**src/rtl/traffic_light_monitor.sv**
```systemverilog
// Conflict, sequence, timing and liveness monitor for a four-approach lamp bus.
// Latches the first fault, and drives a flash command while that fault stays latched.
// Defining MONITOR_STATS_EN adds the cycle_count and fault_count statistics outputs.
module traffic_light_monitor #(
    parameter int MIN_YELLOW = 4,
    parameter int WATCHDOG   = 16,
    parameter int FLASH_DIV  = 4
) (
    input  logic        clk,
    input  logic        rst,
    input  logic [2:0]  lightM1,
    input  logic [2:0]  lightM2,
    input  logic [2:0]  lightM3,
    input  logic [2:0]  lightM4,
    input  logic        clear_fault,
    output logic        fault,
    output logic [2:0]  fault_code,
`ifdef MONITOR_STATS_EN
    output logic        flash,
    output logic [15:0] cycle_count,
    output logic [7:0]  fault_count
`else
    output logic        flash
`endif
);

    localparam logic [2:0]  RED     = 3'b100;
    localparam logic [2:0]  YELLOW  = 3'b010;
    localparam logic [2:0]  GREEN   = 3'b001;
    localparam logic [11:0] ALL_RED = {RED, RED, RED, RED};
    localparam logic [7:0]  MIN_Y_C = 8'(MIN_YELLOW);
    localparam logic [7:0]  WD_C    = 8'(WATCHDOG);
    localparam logic [7:0]  FD_LAST = 8'(FLASH_DIV - 1);

    function automatic logic code_valid(input logic [2:0] c);
        case (c)
            RED, YELLOW, GREEN: code_valid = 1'b1;
            default:            code_valid = 1'b0;
        endcase
    endfunction

    function automatic logic step_legal(input logic [2:0] p, input logic [2:0] c);
        step_legal = (p == c) || (p == GREEN && c == YELLOW) ||
                     (p == YELLOW && c == RED) || (p == RED && c == GREEN);
    endfunction

    function automatic logic [7:0] sat_inc(input logic [7:0] v);
        sat_inc = (v == 8'hFF) ? v : v + 8'd1;
    endfunction

    logic [11:0] prev_q, prev_d;
    logic        primed_q, primed_d;
    logic        fault_q, fault_d;
    logic [2:0]  code_q, code_d;
    logic        flash_q, flash_d;
    logic [7:0]  div_q, div_d;
    logic [7:0]  dwell_a_q, dwell_a_d;
    logic [7:0]  dwell_b_q, dwell_b_d;
    logic [7:0]  unch_q, unch_d;

    logic [11:0] now_s;
    logic        invalid_s, conflict_s, pair_s, seq_s, short_s, stuck_s, latch_s;
    logic [2:0]  cause_s;

    // Fault condition decode and priority selection for the current sample
    always_comb begin
        now_s      = {lightM4, lightM3, lightM2, lightM1};
        invalid_s  = ~(code_valid(lightM1) & code_valid(lightM2) &
                       code_valid(lightM3) & code_valid(lightM4));
        conflict_s = (lightM1 != RED || lightM3 != RED) && (lightM2 != RED || lightM4 != RED);
        pair_s     = (lightM1 != lightM3) || (lightM2 != lightM4);
        seq_s      = ~(step_legal(prev_q[2:0], lightM1) & step_legal(prev_q[5:3], lightM2) &
                       step_legal(prev_q[8:6], lightM3) & step_legal(prev_q[11:9], lightM4));
        // Dwell counters hold the yellow samples seen before this one
        short_s    = (((prev_q[2:0] == YELLOW && lightM1 == RED) ||
                       (prev_q[8:6] == YELLOW && lightM3 == RED)) && dwell_a_q < MIN_Y_C) ||
                     (((prev_q[5:3] == YELLOW && lightM2 == RED) ||
                       (prev_q[11:9] == YELLOW && lightM4 == RED)) && dwell_b_q < MIN_Y_C);
        unch_d     = (now_s != prev_q) ? 8'd0 : sat_inc(unch_q);
        stuck_s    = (unch_d == WD_C);
        if (invalid_s) begin
            cause_s = 3'd1;
        end else if (conflict_s) begin
            cause_s = 3'd2;
        end else if (pair_s) begin
            cause_s = 3'd3;
        end else if (primed_q && seq_s) begin
            cause_s = 3'd4;
        end else if (primed_q && short_s) begin
            cause_s = 3'd5;
        end else if (primed_q && stuck_s) begin
            cause_s = 3'd6;
        end else begin
            cause_s = 3'd0;
        end
        latch_s = !clear_fault && !fault_q && (cause_s != 3'd0);
    end

    // Next-state for fault latch, flash divider, dwell counters and history
    always_comb begin
        prev_d    = now_s;
        primed_d  = ~clear_fault;
        fault_d   = fault_q;
        code_d    = code_q;
        flash_d   = flash_q;
        div_d     = div_q;
        dwell_a_d = (lightM1 == YELLOW) ? sat_inc(dwell_a_q) : 8'd0;
        dwell_b_d = (lightM2 == YELLOW) ? sat_inc(dwell_b_q) : 8'd0;
        if (clear_fault) begin
            fault_d   = 1'b0;
            code_d    = 3'd0;
            flash_d   = 1'b0;
            div_d     = 8'd0;
            dwell_a_d = 8'd0;
            dwell_b_d = 8'd0;
        end else if (latch_s) begin
            fault_d = 1'b1;
            code_d  = cause_s;
            flash_d = 1'b1;
            div_d   = 8'd0;
        end else if (fault_q) begin
            if (div_q >= FD_LAST) begin
                flash_d = ~flash_q;
                div_d   = 8'd0;
            end else begin
                div_d = div_q + 8'd1;
            end
        end else begin
            flash_d = 1'b0;
            div_d   = 8'd0;
        end
    end

    // State registers
    always_ff @(posedge clk or posedge rst) begin
        if (rst) begin
            prev_q    <= ALL_RED;
            primed_q  <= 1'b0;
            fault_q   <= 1'b0;
            code_q    <= 3'd0;
            flash_q   <= 1'b0;
            div_q     <= 8'd0;
            dwell_a_q <= 8'd0;
            dwell_b_q <= 8'd0;
            unch_q    <= 8'd0;
        end else begin
            prev_q    <= prev_d;
            primed_q  <= primed_d;
            fault_q   <= fault_d;
            code_q    <= code_d;
            flash_q   <= flash_d;
            div_q     <= div_d;
            dwell_a_q <= dwell_a_d;
            dwell_b_q <= dwell_b_d;
            unch_q    <= clear_fault ? 8'd0 : unch_d;
        end
    end

    assign fault      = fault_q;
    assign fault_code = code_q;
    assign flash      = flash_q;

`ifdef MONITOR_STATS_EN
    logic [15:0] cycle_count_q, cycle_count_d;
    logic [7:0]  fault_count_q, fault_count_d;

    // Statistics next-state: completed light cycles and latch events
    always_comb begin
        if (primed_q && prev_q[2:0] == RED && lightM1 == GREEN) begin
            cycle_count_d = cycle_count_q + 16'd1;
        end else begin
            cycle_count_d = cycle_count_q;
        end
        if (latch_s) begin
            fault_count_d = sat_inc(fault_count_q);
        end else begin
            fault_count_d = fault_count_q;
        end
    end

    // Statistics registers, cleared only by reset
    always_ff @(posedge clk or posedge rst) begin
        if (rst) begin
            cycle_count_q <= 16'd0;
            fault_count_q <= 8'd0;
        end else begin
            cycle_count_q <= cycle_count_d;
            fault_count_q <= fault_count_d;
        end
    end

    assign cycle_count = cycle_count_q;
    assign fault_count = fault_count_q;
`endif

endmodule

```
**config.mk**
```make
export PLATFORM = sky130hd
export DESIGN_NAME = traffic_light_monitor
export DESIGN_NICKNAME = d
export VERILOG_FILES = /design/src/rtl/traffic_light_monitor.sv
export SDC_FILE = /design/constraint.sdc
export NUM_CORES = 1
export LEC_CHECK = 0
export ABC_AREA = 1
export CORE_AREA = 3 3 95 142
export CTS_CLUSTER_SIZE = 14
export DETAILED_ROUTE_END_ITERATION = 10
export DIE_AREA = 0 0 98 145
export HOLD_SLACK_MARGIN = 0.06
export PLACE_DENSITY = 0.37
export SYNTH_ARGS = -nofsm -noshare
export SYNTH_HDL_FRONTEND = slang
export SYNTH_SLANG_ARGS = --single-unit
```
**constraint.sdc**
```tcl
create_clock -name clk -period 2.7 [get_ports clk]
set_input_delay 0.405 -clock clk [delete_from_list [all_inputs] [get_ports clk]]
set_output_delay 0.405 -clock clk [all_outputs]
set_load 0.1 [all_outputs]
```
### After elaboration in Yosys (flattened, before gate mapping)

Index checks and enable logic that the tools add are counted.

* output and inout bits: 5
* input port bits: 15
* logic and storage cells: 144
* register bits after elaboration: 50

* $lt $le $gt $ge: 3
* equality and inequality tests: 42
* bitwise operators: 9
* reductions and logical operators: 46
* multiplexer cells: 31
* $add $sub $neg: 4

Operator list (count)
* $mux W8: 13
* $add A8 B1 Y8 const B: 4
* $eq A3 B1 Y1 const B: 8
* $eq A3 B2 Y1 const B: 8
* $eq A3 B3 Y1 const B: 8
* $eq A8 B8 Y1 const B: 3
* $mux W3: 8
* $logic_and A1 B1 Y1: 20
* $logic_or A1 B1 Y1: 18
* $ne A3 B3 Y1 const B: 6
* $lt A8 B3 Y1 const B: 2
* $eq A3 B3 Y1: 4
* $ne A12 B12 Y1: 1
* $reduce_or A3 Y1: 4
* $mux W1: 10
* $eq A8 B5 Y1 const B: 1
* $ge A8 B2 Y1 const B: 1
* $and A1 B1 Y1: 6
* $ne A3 B3 Y1: 2
* $ne A4 B2 Y1 const B: 1
* $not A1 Y1: 3
* $reduce_bool A3 Y1: 1
* $logic_not A1 Y1: 2
* $reduce_bool A2 Y1: 1

### Longest topological paths before layout

* depth in word-level cells: 18
* gate-level depth with buffers: 16
* mapped depth without buffers: 16

### Worst setup path after synthesis

OpenSTA, ideal clock, no wires.

* path type: reg-to-reg
* start point: register unch_q[0]
* end point: register code_q[0], in the netlist fault_code[0]
* buffers on the path: 0
* slack: 831 ps
* arrival: 1746 ps
* stages on the path, launching flop included: 17
* required time: 2577 ps
* setup time: 123 ps
* period minus slack after synthesis: 1869 ps
* cells stage by stage: dfrtp_1 > ha_1 > nand3_1 > nor2_4 > nand2_2 > nand2_1 > nand2_1 > nand3_1 > nand2_1 > nor2_1 > nand3_2 > nand2_1 > nand2_1 > nand2_1 > nor2_2 > nand3_1 > nand2_1

* cells in the longest elaborated chain, start to end: 14
* elaborated cells on any way between the ends: 15
* classes of those cells: add/sub: 1; eq/ne: 2; mux: 8; reduce/logical: 4

RTL lines
* start, declared: line 59 `logic [7:0] unch_q, unch_d;`
* start signal, assigned: line 155 `unch_q <= clear_fault ? 8'd0 : unch_d;`
* $add A8 B1 Y8 / $eq A8 B8 Y1 (equally long branches): line 48 `sat_inc = (v == 8'hFF) ? v : v + 8'd1;`
* $mux W8 (*): line 48
* $mux W8 (*): line 79 `unch_d = (now_s != prev_q) ? 8'd0 : sat_inc(unch_q);`
* $eq A8 B5 Y1 (*): line 80 `stuck_s = (unch_d == WD_C);`
* $logic_and A1 B1 Y1 (*): line 91 `end else if (primed_q && stuck_s) begin`
* $mux W3 (*): line 91
* $mux W3 (*): line 89 `end else if (primed_q && short_s) begin`
* $mux W3 (*): line 87 `end else if (primed_q && seq_s) begin`
* $mux W3 (*): line 85 `end else if (pair_s) begin`
* $mux W3 (*): line 83 `end else if (conflict_s) begin`
* $mux W3 (*): line 81 `if (invalid_s) begin`
* $reduce_bool A3 Y1 (*): line 96 `latch_s = !clear_fault && !fault_q && (cause_s != 3'd0);`
* $logic_and A1 B1 Y1 (*): line 96
* $reduce_bool A2 Y1 (no source line) (*)
* end signal, assigned: line 150 `code_q <= code_d;`
* end, declared: line 54 `logic [2:0] code_q, code_d;`

Every way passes the cells marked *; elsewhere a longest branch is shown, timed or not.
A chain may end at the register's enable or synchronous reset.

### Final worst setup path

* start point: input port lightM1[1]
* end point: register code_q[0], in the netlist fault_code[0]

* cells in the longest elaborated chain, start to end: 17
* elaborated cells on any way between the ends: 44
* classes of those cells: eq/ne: 8; mux: 10; bitwise: 7; reduce/logical: 19

RTL lines
* start, declared: line 11 `input logic [2:0] lightM1,`
* branches (longest 13 deep; another with $ne A12 B12 Y1)
* $mux W3 (*): line 81
* $reduce_bool A3 Y1: line 96
* $logic_and A1 B1 Y1: line 96
* $reduce_bool A2 Y1 (no source line)

Every way passes the cells marked *. The select of a mux whose other input is x is not followed.

==> impl_metrics.ini <==
[outcome]
outcome = finished clean

[routing]
routed_wirelength_um = 7119
drt_iter0_markers = 85
post-route-drc-count = 0
via_per_inst = 4.401
wl_per_cell_um = 12.64
ant_nets = 0
firstDrtPassIters = 4
dr_total_vias = 2478

[timing]
max_freq_ghz = 0.4414
whs_ns = 0.4425
fin_crit_ns = 2.265
setup_violations = 0
final_max_slew_viol_count = 0
rsz0062_at_grt = false
finClkSkew_ns = 0.009898
worst_slack_ns = 0.4346
post-route-period-util = 0.8390
worstMarginPinSlew_ns = 0.5338
setup_tns_ns = 0
slew_headroom = 0.6436
hold_viol_final = 0

[synthesis]
synth_top_area_cell = dfrtp_1
synth_area_um2 = 2796
ys_seq_area_frac = 0.4492
synth_edf_count = 0
avgSynthCellArea_um2 = 7.599
netlist_top_cells_count = 96 x nand2_1, 49 x inv_1, 46 x dfrtp_1
synthAdderAreaFrac = 0.01790
synth_top_area_share = 0.4116
synthMuxAreaShare = 0
synth_flop_cell = dfrtp_1
syn_inst = 368
synth_xor_area_frac = 0.01879
synth_seq_cells = 50
yosys.area_share.simple = 0.3705
yosysMostFrequentCell = nand2_1
ys_warn_count = 0
synth_compound_area_frac = 0.06846
ys_types = 35
ys_top_cells_by_area = dfrtp_1 41%, nand2_1 13%, inv_1 6.6%
async_flop_share = 1.000
synth_top_family_by_area = simple AND/OR/NAND/NOR gates

[clock_network]
clk_latency_ns = 0.30
cts_root_buf = clkbuf_16
cts_hold_buffers = 0
post-cts-setup-buffers = 0
cts_tree = yes
cts.sinks = 50
cts_made_buffers = 5
cts_resized = 0
cts_htree_levels = 2
clockBufferDepth = 2
path_clk_slew_ns = 0.06

[grt]
antenna_found_initial = 0
grt_start_max_net_pins = 29
grt_pass1_wl_um = 12430
grt_pass1_vias = 2583
gr-total-overflow = 0
grt_use_total = 0.1084

[floorplan]
pin_count = 20
die_y_um = 145
core_um2 = 12450
start_util = 0.2246
die_area_um2 = 14210
num_rows = 50
die_w_um = 98

[critical_path]
cp.required_ns = 2.93
r2r-start = unch_q[0]
critPathKind = input port to register
path_max_fanout = 8
reg2reg_slack_ns = 0.50
reg2reg_to = fault_code[0]
startpoint = lightM1[1]
cp-endpoint = fault_code[0]
rr_worst_depth = 16
critPathLaunchType = input port
end_kind = register
arrival_ns = 2.50

[power_and_ir_drop]
power.share.sequential = 0.448
powerDensity_nw_per_um2 = 527.3
p_sw_uw = 539.9
power.internal_uw = 1262
power_frac_comb = 0.166
p_clk_frac = 0.386
ir_drop_mv = 0.2094
p_leak_uw = 0.001587
swShare = 0.2995

[finish]
diodes = 0
drive_above_1_share = 0.1155
fin_nets = 425
syn_to_final_growth_pct = 22.24

[placed_design]
post-dp-hpwl_um = 5621
port_buffers = 19
gp_congestion = 0.7336
pre_cts_slack_ns = 0.08896

[min_path]
hold_class = register to register

[job]
maxCapViolCount = 0
## layout by cell type, fill, tap and decap left out, types with 2 or more instances in the layout
cell / synthesis / routed
o21ai_0: 8 / 8
nor2_1: 36 / 36
nand3_2: 4 / 4
dfstp_2: 4 / 4
nor4_1: 2 / 2
nor3_1: 21 / 21
a211oi_1: 3 / 3
buf_4: 0 / 12
inv_2: 5 / 6
nand2_1: 96 / 96
inv_1: 49 / 48
nand3b_1: 3 / 3
or3_1: 2 / 2
nand3_1: 34 / 34
xnor2_1: 6 / 6
clkbuf_8: 0 / 2
nor2_4: 3 / 3
nor2_2: 3 / 3
a21oi_1: 8 / 8
nand4_1: 12 / 12
clkdlybuf4s50_1: 0 / 14
o21a_1: 2 / 2
ha_1: 4 / 4
conb_1: 1 / 6
dfrtp_1: 46 / 46
clkbuf_16: 0 / 5
a22oi_1: 2 / 2
nor3_2: 3 / 3
## critical path, cell delays in order
cell and delay [ns]:
clkdlybuf4s50_1 0.63, xnor2_1 0.16, nand3_1 0.17, nor2_4 0.22, nand3_1 0.15, nand2_1 0.09
nor2_1 0.05, nand3_2 0.08, nand2_1 0.05, nand2_1 0.07, nand2_1 0.07, nor2_2 0.18
nand3_1 0.10, nand2_1 0.06
## routing by layer
layer  up-vias  GRT usage  part of all wire
met5         -          0                 0
met4         0    0.04505             0.019
met2        17     0.2060              0.56
met1      1177     0.1160              0.41
met3         7    0.01684             0.015
li1       1277          -                 -
## through the flow
stage	power [uW]	instances	util	area [um2]
finish	1802	563	0.2746	3418
global route	1904	563	0.2746	3418
CTS	1848	563	0.2746	3418
detailed placement	1128	555	0.2616	3257
global placement	1130	555	0.2616	3257
floorplan	1019	373	-	2815
## cell families (layout without fill, tap and decap cells)
kind of cell,Yosys count,after routing
AO/OA/AOI/OAI,30,30
XOR/XNOR,6,6
flip-flops,50,50
buffers and inverters,55,89
other,1,6
AND/OR/NAND/NOR,222,222
adder cells (fa/ha/maj),4,4
## registers in the layout, indices dropped and copies added (netlist names)
signal and flops:
prev_q 12, dwell_b_q 8, flash 1, fault_code 3, div_q 8, fault 1, primed_q 1, unch_q 8
dwell_a_q 8
## power by group through the flow
stage	Clock, uW	Combinational, uW	Sequential [uW]
after detailed placement	0	305	823
final	696	300	807
after floorplan	0	104	915
after global routing	762	328	813
after CTS	734	305	809
after global placement	0	306	824
## worst min-delay path by stage
stage	startpoint	to	slack, ns	cells past startpoint
after global routing	div_q[0]	div_q[0]	0.49	1
final	div_q[0]	div_q[0]	0.44	1
after detailed placement	div_q[0]	div_q[0]	0.44	1
after CTS	div_q[0]	div_q[0]	0.45	1
after global placement	div_q[0]	div_q[0]	0.42	1
after floorplan	lightM4[2]	prev_q[11]	0.41	0
## layout make-up
cell class	instances	area, um2
flip-flops and latches	50	1256
well taps	156	195.2
inverters	54	202.7
fillers	1359	9031
repair buffers	27	250.2
multi-input cells	268	1353
clock inverters	1	8.758
clock buffers	7	152.6
Note: power is estimated with default switching activity, not from simulation.
==> variant 1: new RTL, config.mk and constraints unchanged <==
Register the input `lightM2` before use, without a reset. The logic sees it one clock later. The other inputs are not delayed to match.
--- a/src/rtl/traffic_light_monitor.sv
+++ b/src/rtl/traffic_light_monitor.sv
@@ -34,2 +34,8 @@
 
+    logic [2:0] lightM2_q;
+
+    always_ff @(posedge clk) begin
+        lightM2_q <= lightM2;
+    end
+
     function automatic logic code_valid(input logic [2:0] c);
@@ -66,8 +72,8 @@
     always_comb begin
-        now_s      = {lightM4, lightM3, lightM2, lightM1};
-        invalid_s  = ~(code_valid(lightM1) & code_valid(lightM2) &
+        now_s      = {lightM4, lightM3, lightM2_q, lightM1};
+        invalid_s  = ~(code_valid(lightM1) & code_valid(lightM2_q) &
                        code_valid(lightM3) & code_valid(lightM4));
-        conflict_s = (lightM1 != RED || lightM3 != RED) && (lightM2 != RED || lightM4 != RED);
-        pair_s     = (lightM1 != lightM3) || (lightM2 != lightM4);
-        seq_s      = ~(step_legal(prev_q[2:0], lightM1) & step_legal(prev_q[5:3], lightM2) &
+        conflict_s = (lightM1 != RED || lightM3 != RED) && (lightM2_q != RED || lightM4 != RED);
+        pair_s     = (lightM1 != lightM3) || (lightM2_q != lightM4);
+        seq_s      = ~(step_legal(prev_q[2:0], lightM1) & step_legal(prev_q[5:3], lightM2_q) &
                        step_legal(prev_q[8:6], lightM3) & step_legal(prev_q[11:9], lightM4));
@@ -76,3 +82,3 @@
                        (prev_q[8:6] == YELLOW && lightM3 == RED)) && dwell_a_q < MIN_Y_C) ||
-                     (((prev_q[5:3] == YELLOW && lightM2 == RED) ||
+                     (((prev_q[5:3] == YELLOW && lightM2_q == RED) ||
                        (prev_q[11:9] == YELLOW && lightM4 == RED)) && dwell_b_q < MIN_Y_C);
@@ -107,3 +113,3 @@
         dwell_a_d = (lightM1 == YELLOW) ? sat_inc(dwell_a_q) : 8'd0;
-        dwell_b_d = (lightM2 == YELLOW) ? sat_inc(dwell_b_q) : 8'd0;
+        dwell_b_d = (lightM2_q == YELLOW) ? sat_inc(dwell_b_q) : 8'd0;
         if (clear_fault) begin
Check against the original RTL: not equivalent (Yosys sat finds a counterexample within 4 cycles, from zero or initial values and one cycle with rst high).
==> variant 1 against the unedited design <==
- clock power is 4.7% lower
- count of clock-buffer cells in the layout down 2
- synthesized area grew 3.8%
- sequential power grew 6.1%
- sequential cell count grew 3
- critical path type unchanged
- combinational power up 3%
- critical endpoint is now fault_code[2]
- total power increased by 1.5%
- worst setup slack worse by 0.037 ns
- routed wire length decreased by 1.5%
- design area up 2.6%
==> variant 1: results (changes against the unedited design) <==
Total GRT Usage 0.106 (-0.00231); HPWL Detailed 5620 microns (about the same); CTS root buf clkbuf_16; fraction of registers with async set/reset 0.943 (-0.0566); main area contributors after synthesis dfrtp_1 (40%), nand2_1 (13%), nor2_1 (7.0%), inv_1 (6.7%), nand3_1 (5.0%); layout cells sized above 1 0.116 (+0.000800); family with the most delay on the worst path simple AND/OR/NAND/NOR gates; sequential power share 0.468 (+0.020); antenna violations before repair 0 (unchanged); Sw Share 0.307 (+0.00795); outcome completed; setup bufs post-CTS 0 (unchanged); max FFs per register 12 (unchanged); Min-Delay Path Class input pin to asynchronous set/reset pin; Reg with most FFs prev_q; worst skew pair latency 0.30 ns (about the same); global-route wire length before repair 12300 microns (-1.4%); cell area after placement 0.00335 sq mm (+3.0%); nets@finish 448 (+5.4%); 1st-pass router iterations 4 (unchanged); sequential share of the synthesized area 0.454 (+0.00443); Wirelength per Cell 12.0 microns (-5.3%); peak supply drop 0.279 mV (+33%); Largest stage delay, worst path 0.63 ns (about the same); Clock Pin Slew Worst Setup and Hold Paths approximately 0.070 ns; vias in the first global route 2556 (-1.0%); top cells by count, synth nand2_1 (99), nor2_1 (54), inv_1 (52); Pleak 1.70 nW (+6.8%); DRT iter0 DRCs 96 (+13%); # resized after CTS 0 (unchanged); Crit Path Max Fanout 7 (-1); ant diodes 0 (unchanged); Port Buf Inserts 19 (unchanged); vias per inst 4.29 (-2.5%); Final Total Pwr 1.83 mW (+1.5%); WP data arrival 2.54 ns (+0.04 ns); number of distinct library cells after synthesis 33 (-5.7%); Final TNS setup 0 ns (unchanged); number of fillers in the final layout 1310 (-3.6%); Clock Power 0.663 mW (-4.7%); Yosys warnings 0 (unchanged); CTS Buf Count 5 (unchanged); RD Place Congestion 0.803 (+9.4%); largest net degree at the start of global routing 19 (-34%); Worst path slowest cell clkdlybuf4s50_1; H-tree depth 2 (unchanged); Max clock buf depth 2 (unchanged); pre-CTS WS 0.0700 ns (-0.0189 ns); Worst Skew 0.00564 ns (-0.00426 ns)
## variant 1: changes by cell type after synthesis, sizes merged, moves of 3 or more
cell    delta
a211oi     +3
a21oi     +11
dfxtp      +3
inv        +6
nand2      +7
nand3      -8
nand3b     -3
nor2      +18
nor3      -11
## variant 1: cell families after synthesis
| family | synth area share |
|---|---|
| AO/OA/AOI/OAI | 0.0819 |
| adder cells (fa/ha/maj) | 0.0172 |
| buffers and inverters | 0.0824 |
| XOR/XNOR | 0.0211 |
| AND/OR/NAND/NOR | 0.342 |
| flip-flops | 0.454 |
| other | 0.00129 |
## variant 1: area by class of cell
class | count | area [sq um] | share of cell area
Clock buffer | 5 | 125 | 0.0357
Clock inverter | 3 | 26.3 | 0.00749
Inverter | 60 | 225 | 0.0642
Tap cell | 156 | 195 | 0.0557
Timing Repair Buffer | 29 | 253 | 0.0721
Sequential cell | 53 | 1320 | 0.375
Multi-Input combinational cell | 280 | 1370 | 0.389
## variant 1: metrics by stage
step | std cells | util
6_report | 586 | 0.282
3_3_place_gp | 578 | 0.269
5_1_grt | 586 | 0.282
2_1_floorplan | 396 | -
4_1_cts | 586 | 0.282
3_5_place_dp | 578 | 0.269
## variant 1: path summary, 6_finish.rpt
kind,slack [ns],to,from,depth (start not counted)
setup / recovery,0.40,fault_code[2],lightM1[1],17
hold / removal,0.39,dwell_b_q[5],rst,2
setup reg to reg,0.56,fault_code[2],unch_q[0],14
hold reg to reg,0.40,prev_q[5],lightM2_q[2],0
max in group asynchronous,1.67,prev_q[11],rst,3
min in group clk,0.40,prev_q[5],lightM2_q[2],0
## variant 1: metal layers
layer / GRT usage / share of wire
met5: 0 / 0
met3: 0.0168 / 0.019
met4: 0.0492 / 0.029
met1: 0.118 / 0.41
met2: 0.194 / 0.54
==> variant 2: new RTL, same settings <==
Made on the original files. Change the parameter `WATCHDOG` from 16 to 8.
--- a/src/rtl/traffic_light_monitor.sv
+++ b/src/rtl/traffic_light_monitor.sv
@@ -5,3 +5,3 @@
     parameter int MIN_YELLOW = 4,
-    parameter int WATCHDOG   = 16,
+    parameter int WATCHDOG   = 8,
     parameter int FLASH_DIV  = 4
Function: changed (a bounded check fails within 10 cycles, from zero or initial values and one cycle with rst high).
==> variant 2 against the unedited design <==
- count of clock-buffer cells in the layout decreased by 2
- sequential share of layout area about the same
- total power decreased by 3.9%
- largest power group unchanged
- worst setup slack got worse by 0.087 ns
- via count decreased by 0.44%
- hold slack improved by 0.0011 ns
- design area about the same
- sequential cell count unchanged
- synthesized area increased by 1.2%
- highest routed layer unchanged
- critical path type unchanged
- combinational power increased by 1%
- non-clock buffer count decreased by 2
- routed wire length decreased by 2.9%
==> variant 2: results (changes against the unedited design) <==
Met3 Wirelength 123 microns (+18%); WP data arrival 2.58 ns (+0.08 ns); Pleak 1.62 nW (+1.9%); RD Place Congestion 0.763 (+4.0%); largest net degree at the start of global routing 28 (-3.4%); cell area after placement 0.00328 sq mm (+0.58%); P_int 1.20 mW (-4.8%); peak supply drop 0.202 mV (-3.5%); Signal buf overhead 0.0689 (-0.00434); Comb. pwr 0.304 mW (+1%); Worst Skew 0.00613 ns (-0.00377 ns); min Tclk post-route 2.35 ns (+0.0870 ns); Clk pwr share 0.358 (-0.028); Crit Path Max Fanout 6 (-2); DR vias 2467 (-0.44%); Total GRT Usage 0.105 (-0.00349); dpl cells 560 (+0.90%); met1 Use GR 0.117 (+0.00147); ant diodes 0 (unchanged); Worst R2R Path Depth 14 (-2); number of distinct library cells after synthesis 38 (+8.6%); outcome completed; sequential share of the synthesized area 0.444 (-0.00536); main area contributors after synthesis dfrtp_1 (41%), nand2_1 (12%), inv_1 (6.5%), nor2_1 (5.7%), nand3_1 (4.8%); # clk buffers 5 (-2); #MultiIn Comb 272 (+1.5%); Mean Syn Cell Area 7.55 sq um (-0.68%); Port Buf Inserts 19 (unchanged); nets@finish 430 (+1.2%); die width 98 microns (unchanged); Wirelength per Cell 12.2 microns (-3.6%); global-route wire length before repair 12100 microns (-2.3%); seq_cells 50 (unchanged); met2 wire length 3710 microns (-6.8%); grt met2 use 0.194 (-0.0123); XOR/XNOR Fraction of Synth Area 0.0217 (+0.00287); RR Endpoint fault_code[1]; layout cells sized above 1 0.117 (+0.00131); HPWL Detailed 5420 microns (-3.5%); Reg with most FFs prev_q; sequential share of cell area 0.368 (about the same); Plain + repair buffers 25 (-7.4%); clk cell area share 0.0396 (-0.00766); worst skew pair latency slightly below 0.3 ns; Synth Area in Adders 0.0177 (-0.000214); power per cell area 507 mW/mm^2 (-3.8%); Synth Area in Compound Gates 0.0703 (+0.00184); top cells by count, synth nand2_1 (93), inv_1 (49), dfrtp_1 (46); number of fillers in the final layout 1339 (-1.5%); Logic inverters 57 (+5.6%); Slew HR 0.647 (+0.00332); M1 WL 2910 microns (+0.83%)
## variant 2: worst max-delay path by stage
stage	start	end	depth (start not counted)
after floorplan	unch_q[0]	fault_code[0]	14
after global routing	lightM3[0]	fault_code[0]	18
final	lightM3[0]	fault_code[1]	16
after detailed placement	lightM3[0]	fault_code[1]	16
after CTS	lightM3[0]	fault_code[1]	16
after global placement	lightM3[0]	fault_code[1]	16
## variant 2: stage by stage
step                      total power [mW]  hold WS (ns)
after floorplan                       1.02         0.409
after global placement                1.13         0.428
after detailed placement              1.13         0.436
after CTS                             1.77         0.446
after global routing                  1.82         0.475
final                                 1.73         0.444
## variant 2: worst max-delay path, stage by stage
cell	delay, ns
clkdlybuf4s50_1	0.54
inv_1	0.16
nand2_1	0.06
nand2_1	0.06
nand3_1	0.17
nor2_4	0.20
nand2_1	0.11
nor3_1	0.18
nor2_1	0.09
nand2_2	0.09
nand2_1	0.05
nand2_1	0.07
nand2_1	0.06
nor2_2	0.17
nand3_1	0.09
nand2_1	0.07
